**config.mk**
```make
export PLATFORM = sky130hd
export DESIGN_NAME = uart_tx_scheduler
export DESIGN_NICKNAME = d
export VERILOG_FILES = /design/src/rtl/uart_pkg.sv /design/src/rtl/uart_rr_pick.sv /design/src/rtl/uart_tx_scheduler.sv
export SDC_FILE = /design/constraint.sdc
export NUM_CORES = 1
export LEC_CHECK = 0
export CAP_MARGIN = 20
export CORE_MARGIN = 2
export CORE_UTILIZATION = 49
export CTS_CLUSTER_SIZE = 14
export DETAILED_ROUTE_END_ITERATION = 12
export MAX_ROUTING_LAYER = met4
export PLACE_DENSITY = 0.81
export SYNTH_ARGS = -nofsm -noshare
export SYNTH_HDL_FRONTEND = slang
export SYNTH_SLANG_ARGS = --single-unit
```
**constraint.sdc**
```tcl
create_clock -name clk -period 4.5 [get_ports clk]
set_input_delay 0.675 -clock clk [delete_from_list [all_inputs] [get_ports clk]]
set_output_delay 0.675 -clock clk [all_outputs]
set_load 0.005 [all_outputs]
```
**src/rtl/uart_pkg.sv**
```systemverilog
// Shared types and helpers for the UART TX scheduler and its round-robin picker.
package uart_pkg;

    localparam int DATA_W = 8;

    typedef enum logic [1:0] {
        IDLE      = 2'd0,
        LOAD      = 2'd1,
        WAIT_BUSY = 2'd2,
        WAIT_DONE = 2'd3
    } state_t;

    function automatic logic [2:0] onehot2idx(input logic [7:0] oh);
        logic [2:0] idx;
        idx = '0;
        for (int i = 0; i < 8; i++) begin
            if (oh[i]) idx = idx | 3'(i);
        end
        return idx;
    endfunction

endpackage

```
**src/rtl/uart_rr_pick.sv**
```systemverilog
// Combinational round-robin selector: first requester at or after rr_ptr, wrapping.
module uart_rr_pick
    import uart_pkg::*;
#(
    parameter int N_REQ = 4,
    parameter int IDX_W = $clog2(N_REQ)
) (
    input  logic [N_REQ-1:0] req,
    input  logic [IDX_W-1:0] rr_ptr,
    output logic [N_REQ-1:0] pick,
    output logic [IDX_W-1:0] idx,
    output logic             any
);

    logic [IDX_W:0]   slot;
    logic [IDX_W-1:0] cand;
    logic             found;

    always_comb begin
        pick  = '0;
        slot  = '0;
        cand  = '0;
        found = 1'b0;
        for (int i = 0; i < N_REQ; i++) begin
            slot = {1'b0, rr_ptr} + (IDX_W+1)'(i);
            if (slot >= (IDX_W+1)'(N_REQ)) slot = slot - (IDX_W+1)'(N_REQ);
            cand = slot[IDX_W-1:0];
            if (!found && req[cand]) begin
                pick[cand] = 1'b1;
                found      = 1'b1;
            end
        end
    end

    assign any = |req;
    assign idx = IDX_W'(onehot2idx(8'(pick)));

endmodule

```
**src/rtl/uart_tx_scheduler.sv**
```systemverilog
// Shares one UART transmitter among N_REQ byte streams with round-robin, frame-locked arbitration.
//  state     | meaning
//  IDLE      | no owner; pick next requester from rr_ptr
//  LOAD      | owner granted; load its byte when core idle, count idle cycles while req low
//  WAIT_BUSY | byte loaded; wait for core busy (or guard expiry)
//  WAIT_DONE | core transmitting; wait for busy to fall
module uart_tx_scheduler
    import uart_pkg::*;
#(
    parameter int N_REQ      = 4,
    parameter int TIMEOUT    = 1024,
    parameter int BUSY_GUARD = 3
) (
    input  logic                    clk,
    input  logic                    rst,
    input  logic [N_REQ-1:0]        req,
    input  logic [DATA_W*N_REQ-1:0] req_data,
    input  logic [N_REQ-1:0]        req_last,
    output logic [N_REQ-1:0]        req_ack,
    output logic [N_REQ-1:0]        grant,
    output logic                    tx_load,
    output logic [DATA_W-1:0]       tx_data,
    input  logic                    tx_busy,
    output logic                    err_timeout
);

    localparam int IDX_W = $clog2(N_REQ);
    localparam int CNT_W = $clog2(TIMEOUT);
    localparam int GRD_W = $clog2(BUSY_GUARD + 1);
    localparam logic [CNT_W-1:0] IDLE_MAX = CNT_W'(TIMEOUT - 1);
    localparam logic [GRD_W-1:0] GRD_MAX  = GRD_W'(BUSY_GUARD - 1);
    localparam logic [IDX_W-1:0] LAST_IDX = IDX_W'(N_REQ - 1);

    state_t            state_q, state_d;
    logic [N_REQ-1:0]  grant_q, grant_d, ack_q, ack_d, pick;
    logic [IDX_W-1:0]  owner_q, owner_d, rr_ptr_q, rr_ptr_d, pick_idx, next_ptr;
    logic [CNT_W-1:0]  idle_cnt_q, idle_cnt_d;
    logic [GRD_W-1:0]  guard_cnt_q, guard_cnt_d;
    logic [DATA_W-1:0] data_q, data_d;
    logic [DATA_W-1:0] data_arr [N_REQ];
    logic              last_q, last_d, load_q, load_d, err_q, err_d;
    logic              pick_any, byte_done;

    uart_rr_pick #(.N_REQ(N_REQ), .IDX_W(IDX_W)) u_pick (
        .req    (req),
        .rr_ptr (rr_ptr_q),
        .pick   (pick),
        .idx    (pick_idx),
        .any    (pick_any)
    );

    // Releasing owner drops to lowest priority for the next pick.
    assign next_ptr = (owner_q == LAST_IDX) ? '0 : owner_q + IDX_W'(1);

    always_comb begin
        for (int i = 0; i < N_REQ; i++) data_arr[i] = req_data[i*DATA_W +: DATA_W];
    end

    always_comb begin
        state_d     = state_q;
        grant_d     = grant_q;
        owner_d     = owner_q;
        rr_ptr_d    = rr_ptr_q;
        idle_cnt_d  = idle_cnt_q;
        guard_cnt_d = guard_cnt_q;
        data_d      = data_q;
        last_d      = last_q;
        ack_d       = '0;
        load_d      = 1'b0;
        err_d       = 1'b0;
        byte_done   = 1'b0;
        case (state_q)
            IDLE: begin
                if (pick_any) begin
                    grant_d = pick;
                    owner_d = pick_idx;
                    state_d = LOAD;
                end
            end
            LOAD: begin
                if (req[owner_q] && !tx_busy) begin
                    load_d         = 1'b1;
                    ack_d[owner_q] = 1'b1;
                    data_d         = data_arr[owner_q];
                    last_d         = req_last[owner_q];
                    idle_cnt_d     = '0;
                    guard_cnt_d    = '0;
                    state_d        = WAIT_BUSY;
                end else if (!req[owner_q]) begin
                    if (idle_cnt_q >= IDLE_MAX) begin
                        err_d      = 1'b1;
                        grant_d    = '0;
                        rr_ptr_d   = next_ptr;
                        idle_cnt_d = '0;
                        state_d    = IDLE;
                    end else begin
                        idle_cnt_d = idle_cnt_q + CNT_W'(1);
                    end
                end
            end
            WAIT_BUSY: begin
                if (tx_busy) state_d = WAIT_DONE;
                else if (guard_cnt_q == GRD_MAX) byte_done = 1'b1;
                else guard_cnt_d = guard_cnt_q + GRD_W'(1);
            end
            WAIT_DONE: begin
                if (!tx_busy) byte_done = 1'b1;
            end
            default: state_d = IDLE;
        endcase
        if (byte_done) begin
            if (last_q) begin
                grant_d  = '0;
                rr_ptr_d = next_ptr;
                state_d  = IDLE;
            end else begin
                state_d  = LOAD;
            end
        end
    end

    always_ff @(posedge clk or negedge rst) begin
        if (!rst) begin
            state_q     <= IDLE;
            grant_q     <= '0;
            owner_q     <= '0;
            rr_ptr_q    <= '0;
            idle_cnt_q  <= '0;
            guard_cnt_q <= '0;
            data_q      <= '0;
            last_q      <= 1'b0;
            ack_q       <= '0;
            load_q      <= 1'b0;
            err_q       <= 1'b0;
        end else begin
            state_q     <= state_d;
            grant_q     <= grant_d;
            owner_q     <= owner_d;
            rr_ptr_q    <= rr_ptr_d;
            idle_cnt_q  <= idle_cnt_d;
            guard_cnt_q <= guard_cnt_d;
            data_q      <= data_d;
            last_q      <= last_d;
            ack_q       <= ack_d;
            load_q      <= load_d;
            err_q       <= err_d;
        end
    end

    assign grant       = grant_q;
    assign req_ack     = ack_q;
    assign tx_load     = load_q;
    assign tx_data     = data_q;
    assign err_timeout = err_q;

endmodule

```
After elaboration in Yosys (flattened, before gate mapping). Index checks and enable logic that the tools add are counted.

Register bits: 37. Output and inout bits: 18.

Add/sub/neg operators: 10. Order comparisons: 16. Equal/unequal tests: 13. Muxes and demuxes: 80. Bitwise operators: 4. Reductions and logical operators: 22.

Operator list (count): 2-to-1 mux 4 bit (12); 2-to-1 mux 2 bit (22); 2-to-1 mux 10 bit (3); 2-to-1 mux 1 bit (25); binary-select mux 8 bit (select 2 bit) (1); 2-to-1 mux 8 bit (2); less-than comparator 2 x 3 -> 1 bit, second input constant (5); binary-select mux 1 bit (select 2 bit) (6); greater-or-equal comparator 3 bit, second input constant (4); bitwise OR 4 bit (3); adder 10 x 1 -> 10 bit, second input constant (1); demux 1 bit (select 2 bit) (5); greater-or-equal comparator 10 bit, second input constant (1); greater-or-equal comparator 2 x 1 -> 1 bit, second input constant (5); logical AND 1 bit (9); equality test 2 bit, second input constant (4); inequality test 4 bit, second input constant (2); one-hot mux 4 bit (2 select lines) (1); subtractor 2 x 1 -> 2 bit, second input constant (4); adder 2 x 2 -> 3 bit, second input constant (2); inequality test 2 bit, second input constant (3); inequality test 3 bit, second input constant (2); one-hot mux 2 bit (3 select lines) (1); AND reduction 2 bit (3); other kinds (15) (19).

Longest topological paths before layout. Gate-level depths: netlist of the first run.

Word-level depth: 18. Gate-level depth with buffers: 8. Gate-level depth less buffers: 7.

By module. Synthesis of the first run repeated with hierarchy kept, for this count alone.

Cell total of the unflattened synthesis: 249. Area, all modules: 2611.3 um^2.

By module, submodules not included: uart_tx_scheduler (times used 1, cells an instance 194, area each 2153.3 um^2, sequential area each 925.9 um^2); uart_rr_pick (times used 1, cells an instance 55, area each 457.9 um^2, sequential area each 0.0 um^2).

Least setup slack after synthesis of the first run. OpenSTA, ideal clock, no wires.

Path kind: reg2reg. Start point: register rr_ptr_q[0]. End point: register owner_q[0]. Setup time: 138 ps. Arrival: 2241 ps. Required time: 4362 ps. Path slack: 2121 ps. Stages on the path, launching flop included: 9. Path through: dfrtp_1 -> buf_6 -> inv_1 -> ha_1 -> mux4_1 -> and3b_2 -> a221o_1 -> a21oi_1 -> a31oi_1.

Cells in the longest elaborated chain, start to end: 17.

RTL lines: start, declared (RTL line uart_tx_scheduler.sv:36) `logic [IDX_W-1:0] owner_q, owner_d, rr_ptr_q, rr_ptr_d, pick_idx, next_ptr;`; start signal, assigned (RTL line uart_tx_scheduler.sv:139) `rr_ptr_q <= rr_ptr_d;`; branches (longest 13 deep; another with adder 2 x 1 -> 3 bit); 2-to-1 mux 4 bit * (RTL line uart_rr_pick.sv:28) `if (!found && req[cand]) begin`; 2-to-1 mux 1 bit (RTL line uart_pkg.sv:17) `if (oh[i]) idx = idx | 3'(i);`; 2-to-1 mux 2 bit (RTL line uart_pkg.sv:17); 2-to-1 mux 2 bit * (RTL line uart_pkg.sv:17); end signal, assigned (RTL line uart_tx_scheduler.sv:138) `owner_q <= owner_d;`; end, declared (RTL line uart_tx_scheduler.sv:36).

Mark *: on every way between the ends. The select of a mux whose other input is x is not followed. A chain may end at the register's enable or synchronous reset.

Worst setup path in the final report of the first run. Ends and elaborated chain as after synthesis.

==> impl_metrics.csv, run 1 <==
group,metric,value,unit
die,num_rows,24,
layout,fillers,340,
setup_path,regToRegEndpoint,"owner_q[0]$_DFFE_PN0P_",
placement,portBuffers,60,
timing,skew,0.0115,ns
placement,dp_slack,1.72,ns
synth,synth_top_area_share,40.6,%
setup_path,cp_num_buf_inv,1,
setup_path,cp.arrival,2.86,ns
setup_path,r2r-start,"rr_ptr_q[0]$_DFF_PN0_",
clocking,cts_setup_buffers,0,
die,die_height,72.2,µm
die,design.die.area,0.00521,mm²
routing,wl,4.70,mm
setup_path,crit_path_start_kind,"flop",
clocking,cts_tree,"built",
routing,dr.pass1.iters,4,
synth,synth_area,0.00228,mm²
grt,grt_max_degree,38,
routing,vias,1725,
die,die_w,72.2,µm
clocking,root_buffer,"clkbuf_8",
setup_path,cp_slowest_stage_delay,0.69,ns
clocking,cts.repair.resized,0,
layout,antenna_cells,0,
layout,final_nets,315,
timing,hold_viol,0,
clocking,cts.sinks,37,
layout,area_delta_synth_final,31.9,%
die,start_util,51.6,%
layout,layout_common_cells,"clkdlybuf4s50_1, dfrtp_1, ha_1",
synth,syn_area_per_cell,11.8,µm²
synth,postSynthCellCount,193,
routing,ant_nets,0,
timing,finalSetupViolations,0,
timing,finalMaxSlewViolations,0,
synth,synth_ff_type,"dfrtp_1",
clocking,cts_max_path_buffers,2,
synth,synth_seq_cells,37,
setup_path,r2r_cells,7,
layout,stdcell_count,308,
setup_path,worstSetupStartpoint,"rr_ptr_q[0]$_DFF_PN0_",
synth,synth_warnings,0,
power,p_leak,1.28,nW
setup_path,critPathRequiredTime,4.66,ns
die,core,0.00441,mm²
run,cap_violations,0,
clocking,clk_latency,0.29,ns
routing,first_iter_violations,71,
placement,gp_congestion,0.872,
setup_path,cpLargestDelayFamily,"multiplexers",
setup_path,crit_end,"owner_q[0]$_DFFE_PN0P_",
synth,synth_fp_nets,253,
routing,vias_per_cell,5.60,
hold_path,hold_class,"input port to async pin",
setup_path,crit_path_cell_trace,"inv_1 > ha_1 > mux4_1 > and3b_2 > a221o_1 > a21oi_1 > a31oi_1",
setup_path,ff2ff_setup_slack,1.80,ns
setup_path,path_depth,7,
setup_path,endpoint_kind,"flop",
clocking,cts_max_level,2,
setup_path,critical_path_class,"flop to flop",
grt,overflow,0,
timing,holdWs,0.469,ns
timing,period_share,60.0,%
placement,hpwl,3.63,mm
grt,track_usage,20.7,%
layout,drive_gt1_share,14.1,%
timing,worst_pin_slew,0.808,ns
grt,grt_pass1_vias,1703,
synth,ys_seq_area_share,40.6,%
power,ir_drop,274,µV
synth,synth-edff-count,0,
synth,yosys.area.top_type,"dfrtp_1",
clocking,clk_pin_slew,0.07,ns
clocking,hold_buffers,0,
timing,relSlewSlack,46.2,%
setup_path,slowest_stage,"mux4_1",
synth,yosysUniqueCellTypes,39,
timing,tns,0,ns
synth,ys_top_cells_by_area,"dfrtp_1, mux4_2, ha_1",
layout,final_common_cell,"clkdlybuf4s50_1",
timing,setup_ws,1.80,ns
placement,post-place-cells,300,
status,outcome,"finished, final reports clean",
timing,rsz0062_at_grt,"no",
power,p_per_area,543,mW/mm²
synth,synthArstFlopShare,100,%
timing,period_minus_slack,2.70,ns
grt,antenna_found_initial,0,
routing,drc,0,
grt,grt_pass1_wl,8.09,mm
die,pin_count,61,
setup_path,crit_fanout,9,
clocking,numCtsBuffers,5,
routing,avgRoutedWirePerCell,15.3,µm
timing,max_freq,370,MHz
-- cells in the mapped netlist, types with 2 or more instances --
| library cell | n |
|---|---|
| a31oi_1 | 4 |
| a221o_1 | 2 |
| ha_1 | 17 |
| mux4_1 | 3 |
| dfrtp_1 | 37 |
| a21oi_1 | 10 |
| a221oi_1 | 2 |
| nand4_1 | 3 |
| and2_1 | 5 |
| and3b_2 | 2 |
| buf_1 | 2 |
| mux4_2 | 11 |
| nor2_1 | 14 |
| and4_1 | 4 |
| o21ai_0 | 8 |
| mux2_2 | 12 |
| mux2i_1 | 2 |
| nand2b_1 | 2 |
| nand2_1 | 13 |
| xor2_1 | 5 |
| nand3_1 | 3 |
| o2bb2ai_1 | 4 |
| inv_1 | 12 |
-- stage by stage --
step	power, mW	util, %	instance area (µm²)
after CTS	1.65	68.1	3010
after global routing	1.77	68.1	3010
final	1.63	68.1	3010
after detailed placement	1.40	65.9	2910
after floorplan	1.11	-	2280
after global placement	1.38	65.9	2910
-- flip-flops by register name, summed over array words and instances, names as in the netlist --
register     count
guard_cnt_q      2
grant            4
rr_ptr_q         2
last_q           1
req_ack          4
err_timeout      1
owner_q          2
tx_load          1
state_q          2
tx_data          8
idle_cnt_q      10
-- how the worst min path moves through the flow --
stage | from | to
6_report | rst | guard_cnt_q[0]$_DFFE_PN0P_
5_1_grt | rst | guard_cnt_q[0]$_DFFE_PN0P_
4_1_cts | rst | req_ack[3]$_DFF_PN0_
3_5_place_dp | grant[0]$_DFF_PN0_ | grant[0]$_DFF_PN0_
3_3_place_gp | guard_cnt_q[1]$_DFFE_PN0P_ | guard_cnt_q[1]$_DFFE_PN0P_
2_1_floorplan | rst | err_timeout$_DFF_PN0_
-- final cells by class --
| type | instances | area [µm²] | area share, % |
|---|---|---|---|
| clock inverter | 2 | 13.8 | 0.458 |
| timing repair buffer | 60 | 596 | 19.8 |
| clock buffer | 6 | 82.6 | 2.75 |
| inverter | 12 | 45.0 | 1.50 |
| sequential | 37 | 926 | 30.8 |
| multi-input combinational | 139 | 1280 | 42.5 |
| tap | 52 | 65.1 | 2.16 |
-- power breakdown --
| group | leakage (nW) | internal, mW | switching [mW] |
|---|---|---|---|
| combinational | 0.751 | 0.454 | 0.351 |
| clock | 0.0512 | 0.124 | 0.121 |
| sequential | 0.477 | 0.446 | 0.137 |
-- per-layer routing --
metal | share of wire [%] | track usage (%) | vias to the layer above
li1 | - | - | 846
met3 | 5.9 | 6.81 | 8
met1 | 43 | 27.0 | 828
met5 | 0 | - | -
met4 | 2.2 | 6.29 | 0
met2 | 49 | 31.1 | 43
-- cell families after synthesis --
family                     synth area share, %
DFF                                       40.6
buffers and inverters                     3.29
xor gates and xnor gates                  2.31
AOI/OAI and AO/OA                         9.88
muxes                                     21.1
and+or+nand+nor                           13.4
adders and majority gates                 9.34
Power figures use the tool's default switching activity.
==> inputs of run 2 (changes only) <==
--- a/config.mk
+++ b/config.mk
@@ -7,11 +7,11 @@
 export LEC_CHECK = 0
 export CAP_MARGIN = 20
 export CORE_MARGIN = 2
-export CORE_UTILIZATION = 49
+export CORE_UTILIZATION = 44
 export CTS_CLUSTER_SIZE = 14
 export DETAILED_ROUTE_END_ITERATION = 12
 export MAX_ROUTING_LAYER = met4
-export PLACE_DENSITY = 0.81
+export PLACE_DENSITY = 0.77
 export SYNTH_ARGS = -nofsm -noshare
 export SYNTH_HDL_FRONTEND = slang
 export SYNTH_SLANG_ARGS = --single-unit
==> constraint.sdc (replaced) <==
create_clock -name clk -period 2.2 [get_ports clk]
set_input_delay 0.33 -clock clk [delete_from_list [all_inputs] [get_ports clk]]
set_output_delay 0.33 -clock clk [all_outputs]
set_load 0.005 [all_outputs]
==> impl_metrics.csv, run 2 (synthesis results as in run 1) <==
group,metric,value,unit
grt,grt_pass1_wl,8.54,mm
setup_path,critical_path_class,"flop to flop",
power,p_switching,1.34,mW
setup_path,critPathRequiredTime,2.37,ns
clocking,cts.sinks,37,
routing,drc,0,
setup_path,cp_slowest_stage_delay,0.57,ns
timing,period_minus_slack,2.15,ns
power,swShare,34.8,%
timing,worst_pin_slew,0.820,ns
power,p_per_area,1190,mW/mm²
setup_path,cpLargestDelayFamily,"multiplexers",
layout,fillers,398,
clocking,cts_max_path_buffers,2,
layout,antenna_cells,0,
layout,layout_common_cells,"clkdlybuf4s50_1, dfrtp_1, buf_4",
routing,vias,1820,
layout,stdcell_count,347,
die,start_util,45.2,%
hold_path,hold_class,"input port to async pin",
routing,avgRoutedWirePerCell,14.7,µm
layout,area_delta_synth_final,42.3,%
placement,gp_congestion,0.848,
placement,hpwl,3.89,mm
die,die_w,76.0,µm
timing,rsz0062_at_grt,"yes",
layout,largest_reg_flops,10,
timing,finalMaxSlewViolations,0,
setup_path,crit_path_start_kind,"flop",
grt,overflow,0,
setup_path,crit_fanout,6,
die,design.die.area,0.00577,mm²
timing,max_freq,465,MHz
timing,setup_ws,0.0476,ns
layout,fin_util,64.3,%
power,p_leak,1.40,nW
run,cap_violations,0,
routing,first_iter_violations,127,
placement,post-place-cells,338,
clocking,root_buffer,"clkbuf_8",
routing,ant_nets,0,
grt,track_usage,19.1,%
placement,portBuffers,60,
timing,period_share,97.8,%
power,pwr-share-seq,28.0,%
setup_path,r2r-start,"rr_ptr_q[0]$_DFF_PN0_",
routing,vias_per_cell,5.24,
layout,drive_gt1_share,23.5,%
grt,antenna_found_initial,0,
placement,dp_slack,-0.210,ns
timing,skew,0.0120,ns
power,power_frac_clock,18.2,%
die,core,0.00504,mm²
clocking,numCtsBuffers,5,
grt,grt_max_degree,38,
timing,holdWs,0.130,ns
clocking,clk_pin_slew,0.08,ns
timing,tns,0,ns
setup_path,cp.arrival,2.32,ns
clocking,cts_max_level,2,
status,outcome,"finished, final reports clean",
setup_path,slowest_stage,"mux4_2",
routing,dr.pass1.iters,4,
die,num_rows,26,
clocking,cts_tree,"built",
power,ir_drop,650,µV
grt,grt_pass1_vias,1763,
layout,final_common_cell,"clkdlybuf4s50_1",
setup_path,crit_path_cell_trace,"inv_4 > ha_4 > mux4_2 > and3b_2 > a221o_1 > a21oi_2 > a31oi_1",
timing,relSlewSlack,45.4,%
clocking,clk_latency,0.30,ns
power,internal_power,2.51,mW
power,combPwrFrac,53.8,%
routing,wl,5.10,mm
layout,final_nets,336,
setup_path,endpoint_kind,"flop",
die,pin_count,61,
die,die_height,76.0,µm
setup_path,worstSetupStartpoint,"rr_ptr_q[0]$_DFF_PN0_",
setup_path,cp_num_buf_inv,1,
timing,finalSetupViolations,0,
timing,hold_viol,0,
layout,regMostFlops,"idle_cnt_q",
run 2: cell types whose count changed in the layout (fill, tap and decap cells not counted), sizes merged:
cell / previous run / this run
buf: 1 / 22
clkbuf: 6 / 5
bufinv: 0 / 2
clkinv: 2 / 1
run 2: final cells by class:
cell class	count	area [µm²]	area share (%)
well taps	70	87.6	2.70
repair buffers	81	753	23.2
inverters	12	47.5	1.47
clock buffers	5	68.8	2.12
flip-flops and latches	37	926	28.5
multi-input cells	139	1290	39.9
clock inverters	3	65.1	2.01
run 2: path summary, 6_finish.rpt:
path	endpoint	slack, ns	depth (start not counted)
max	owner_q[1]$_DFFE_PN0P_	0.05	7
min	guard_cnt_q[0]$_DFFE_PN0P_	0.13	1
max reg2reg	owner_q[1]$_DFFE_PN0P_	0.05	7
min reg2reg	grant[0]$_DFF_PN0_	0.49	1
max in group asynchronous	state_q[1]$_DFFE_PN0P_	1.55	1
min in group clk	grant[0]$_DFF_PN0_	0.49	1
run 2: worst register-to-register path: stages, from the launching register on:
cell	delay, ns
dfrtp_1	0.40
inv_4	0.05
ha_4	0.26
mux4_2	0.57
and3b_2	0.23
a221o_1	0.28
a21oi_2	0.14
a31oi_1	0.09
run 2: what timing repair did:
| action | in CTS | in global routing |
|---|---|---|
| resized for setup | 0 | 2 |
| pin swaps | 1 | 3 |
| buffers inserted | 0 | 1 |
| endpoints found under the setup margin | 2 | 6 |
| gates cloned | 0 | 0 |
| hold buffers | 0 | 0 |
run 2: through the flow:
step / cell area, µm² / power, mW
3_5_place_dp: 3110 / 3.15
5_1_grt: 3240 / 4.14
4_1_cts: 3240 / 3.87
3_3_place_gp: 3110 / 3.09
6_report: 3240 / 3.85
2_1_floorplan: 2300 / 2.32
run 2: per-layer routing:
metal	up-vias	part of all wire, %	GRT usage, %	routed length (µm)
met5	-	0	-	0
met2	54	50	30.9	2560
met1	881	45	24.1	2290
met3	4	4.3	5.12	219
met4	0	0.61	4.55	31
li1	881	-	-	-
run 2: power by group through the flow:
stage / Sequential [mW] / Combinational, mW / Clock, mW
global route: 1.11 / 2.27 / 0.755
finish: 1.08 / 2.07 / 0.701
floorplan: 1.09 / 1.22 / 0
detailed placement: 1.08 / 2.07 / 0
CTS: 1.08 / 2.08 / 0.714
global placement: 1.08 / 2.01 / 0
==> inputs of run 3 (changes only) <==
--- a/config.mk
+++ b/config.mk
@@ -12,6 +12,7 @@
 export DETAILED_ROUTE_END_ITERATION = 12
 export MAX_ROUTING_LAYER = met4
 export PLACE_DENSITY = 0.77
+export RECOVER_POWER = 50
 export SYNTH_ARGS = -nofsm -noshare
 export SYNTH_HDL_FRONTEND = slang
 export SYNTH_SLANG_ARGS = --single-unit
==> impl_metrics.csv, run 3 (synthesis results as in run 1) <==
group,metric,value,unit
layout,largest_reg_flops,10,
layout,stdcell_count,347,
die,design.die.area,0.00577,mm²
routing,ant_nets,0,
status,outcome,"finished, final reports clean",
die,pin_count,61,
timing,holdWs,0.161,ns
clocking,numCtsBuffers,5,
routing,vias,1820,
layout,drive_gt1_share,23.5,%
grt,overflow,0,
die,start_util,45.2,%
clocking,clk_pin_slew,0.08,ns
clocking,cts_tree,"built",
die,die_height,76.0,µm
power,p_leak,1.41,nW
placement,post-place-cells,338,
timing,max_freq,465,MHz
clocking,cts_max_path_buffers,2,
grt,grt_pass1_wl,8.54,mm
power,p_per_area,1190,mW/mm²
power,ir_drop,650,µV
setup_path,critPathRequiredTime,2.37,ns
timing,rsz0062_at_grt,"yes",
timing,finalSetupViolations,0,
routing,vias_per_cell,5.24,
routing,dr.pass1.iters,4,
timing,skew,0.0120,ns
routing,drc,0,
layout,antenna_cells,0,
run,cap_violations,0,
placement,portBuffers,60,
routing,wl,5.10,mm
clocking,cts.sinks,37,
setup_path,critical_path_class,"flop to flop",
setup_path,crit_path_cell_trace,"inv_4 > ha_4 > mux4_2 > and3b_2 > a221o_1 > a21oi_2 > a31oi_1",
grt,grt_max_degree,38,
layout,area_delta_synth_final,42.3,%
timing,finalMaxSlewViolations,0,
timing,relSlewSlack,38.8,%
die,die_w,76.0,µm
routing,first_iter_violations,127,
timing,period_share,97.8,%
layout,layout_common_cells,"clkdlybuf4s50_1, dfrtp_1, buf_4",
placement,hpwl,3.89,mm
setup_path,endpoint_kind,"flop",
timing,period_minus_slack,2.15,ns
timing,setup_ws,0.0476,ns
setup_path,cp.arrival,2.32,ns
placement,dp_slack,-0.210,ns
layout,fillers,398,
timing,hold_viol,0,
setup_path,cp_slowest_stage_delay,0.57,ns
die,core,0.00504,mm²
layout,regMostFlops,"idle_cnt_q",
clocking,hold_buffers,0,
layout,final_common_cell,"clkdlybuf4s50_1",
grt,grt_pass1_vias,1763,
grt,antenna_found_initial,0,
routing,avgRoutedWirePerCell,14.7,µm
clocking,clk_latency,0.30,ns
setup_path,crit_fanout,6,
die,num_rows,26,
setup_path,slowest_stage,"mux4_2",
clocking,root_buffer,"clkbuf_8",
timing,worst_pin_slew,0.917,ns
grt,track_usage,19.1,%
layout,final_nets,336,
setup_path,crit_path_start_kind,"flop",
clocking,cts_max_level,2,
hold_path,hold_class,"input port to async pin",
placement,gp_congestion,0.848,
==> run 3: cell types whose count changed in the layout (fill, tap and decap cells not counted) <==
cell / delta
buf_2: -1
clkbuf_2: +1
clkdlybuf4s50_1: -6
dlygate4sd3_1: +6
==> run 3: final cells by class <==
cell class	count	area (µm²)	share of cell area (%)
flip-flops and latches	37	926	28.5
repair buffers	81	753	23.2
multi-input cells	139	1290	39.9
inverters	12	47.5	1.47
well taps	70	87.6	2.70
clock inverters	3	65.1	2.01
clock buffers	5	68.8	2.12
==> run 3: report_power, final <==
group / internal, mW / leakage [nW] / switching, mW
Clock: 0.450 / 0.0681 / 0.250
Combinational: 1.14 / 0.868 / 0.928
Sequential: 0.915 / 0.477 / 0.163
==> run 3: repair_timing <==
action	4_1_cts	5_1_grt
endpoints found under the setup margin	2	6
buffers inserted	0	1
pin swaps	1	3
gates resized for setup	0	2
==> run 3: path summary, 6_finish.rpt <==
| kind | startpoint | end | slack, ns | cells past startpoint |
|---|---|---|---|---|
| worst max-delay path | rr_ptr_q[0]$_DFF_PN0_ | owner_q[1]$_DFFE_PN0P_ | 0.05 | 7 |
| worst min-delay path | rst | guard_cnt_q[0]$_DFFE_PN0P_ | 0.16 | 1 |
| worst max register to register | rr_ptr_q[0]$_DFF_PN0_ | owner_q[1]$_DFFE_PN0P_ | 0.05 | 7 |
| worst min register to register | grant[0]$_DFF_PN0_ | grant[0]$_DFF_PN0_ | 0.49 | 1 |
| max in group asynchronous | rst | state_q[1]$_DFFE_PN0P_ | 1.47 | 1 |
| min in group clk | grant[0]$_DFF_PN0_ | grant[0]$_DFF_PN0_ | 0.49 | 1 |
==> run 3: metrics by stage <==
step                setup TNS (ns)  power [mW]  utilization (%)  cell area (µm²)
detailed placement           -2.94        3.15             61.6             3110
finish                           0        3.84             64.3             3240
floorplan                  -0.0186        2.32                -             2300
global route                -0.101        4.13             64.3             3240
CTS                              0        3.87             64.2             3240
global placement             -1.71        3.09             61.6             3110
==> run 3: critical path, delay by kind of cell (launching register included) <==
family | cells | cell delay, ns
multiplexers | 1 | 0.57
AO/OA/AOI/OAI | 3 | 0.51
flip-flops | 1 | 0.40
adder cells (fa/ha/maj) | 1 | 0.26
AND/OR/NAND/NOR | 1 | 0.23
buffers and inverters | 1 | 0.05
==> run 3: metal layers <==
layer	routed length (µm)	share of wire (%)	track usage, %
met1	2290	45	24.1
met2	2560	50	30.9
met3	216	4.2	5.12
met4	28	0.55	4.55
met5	0	0	-
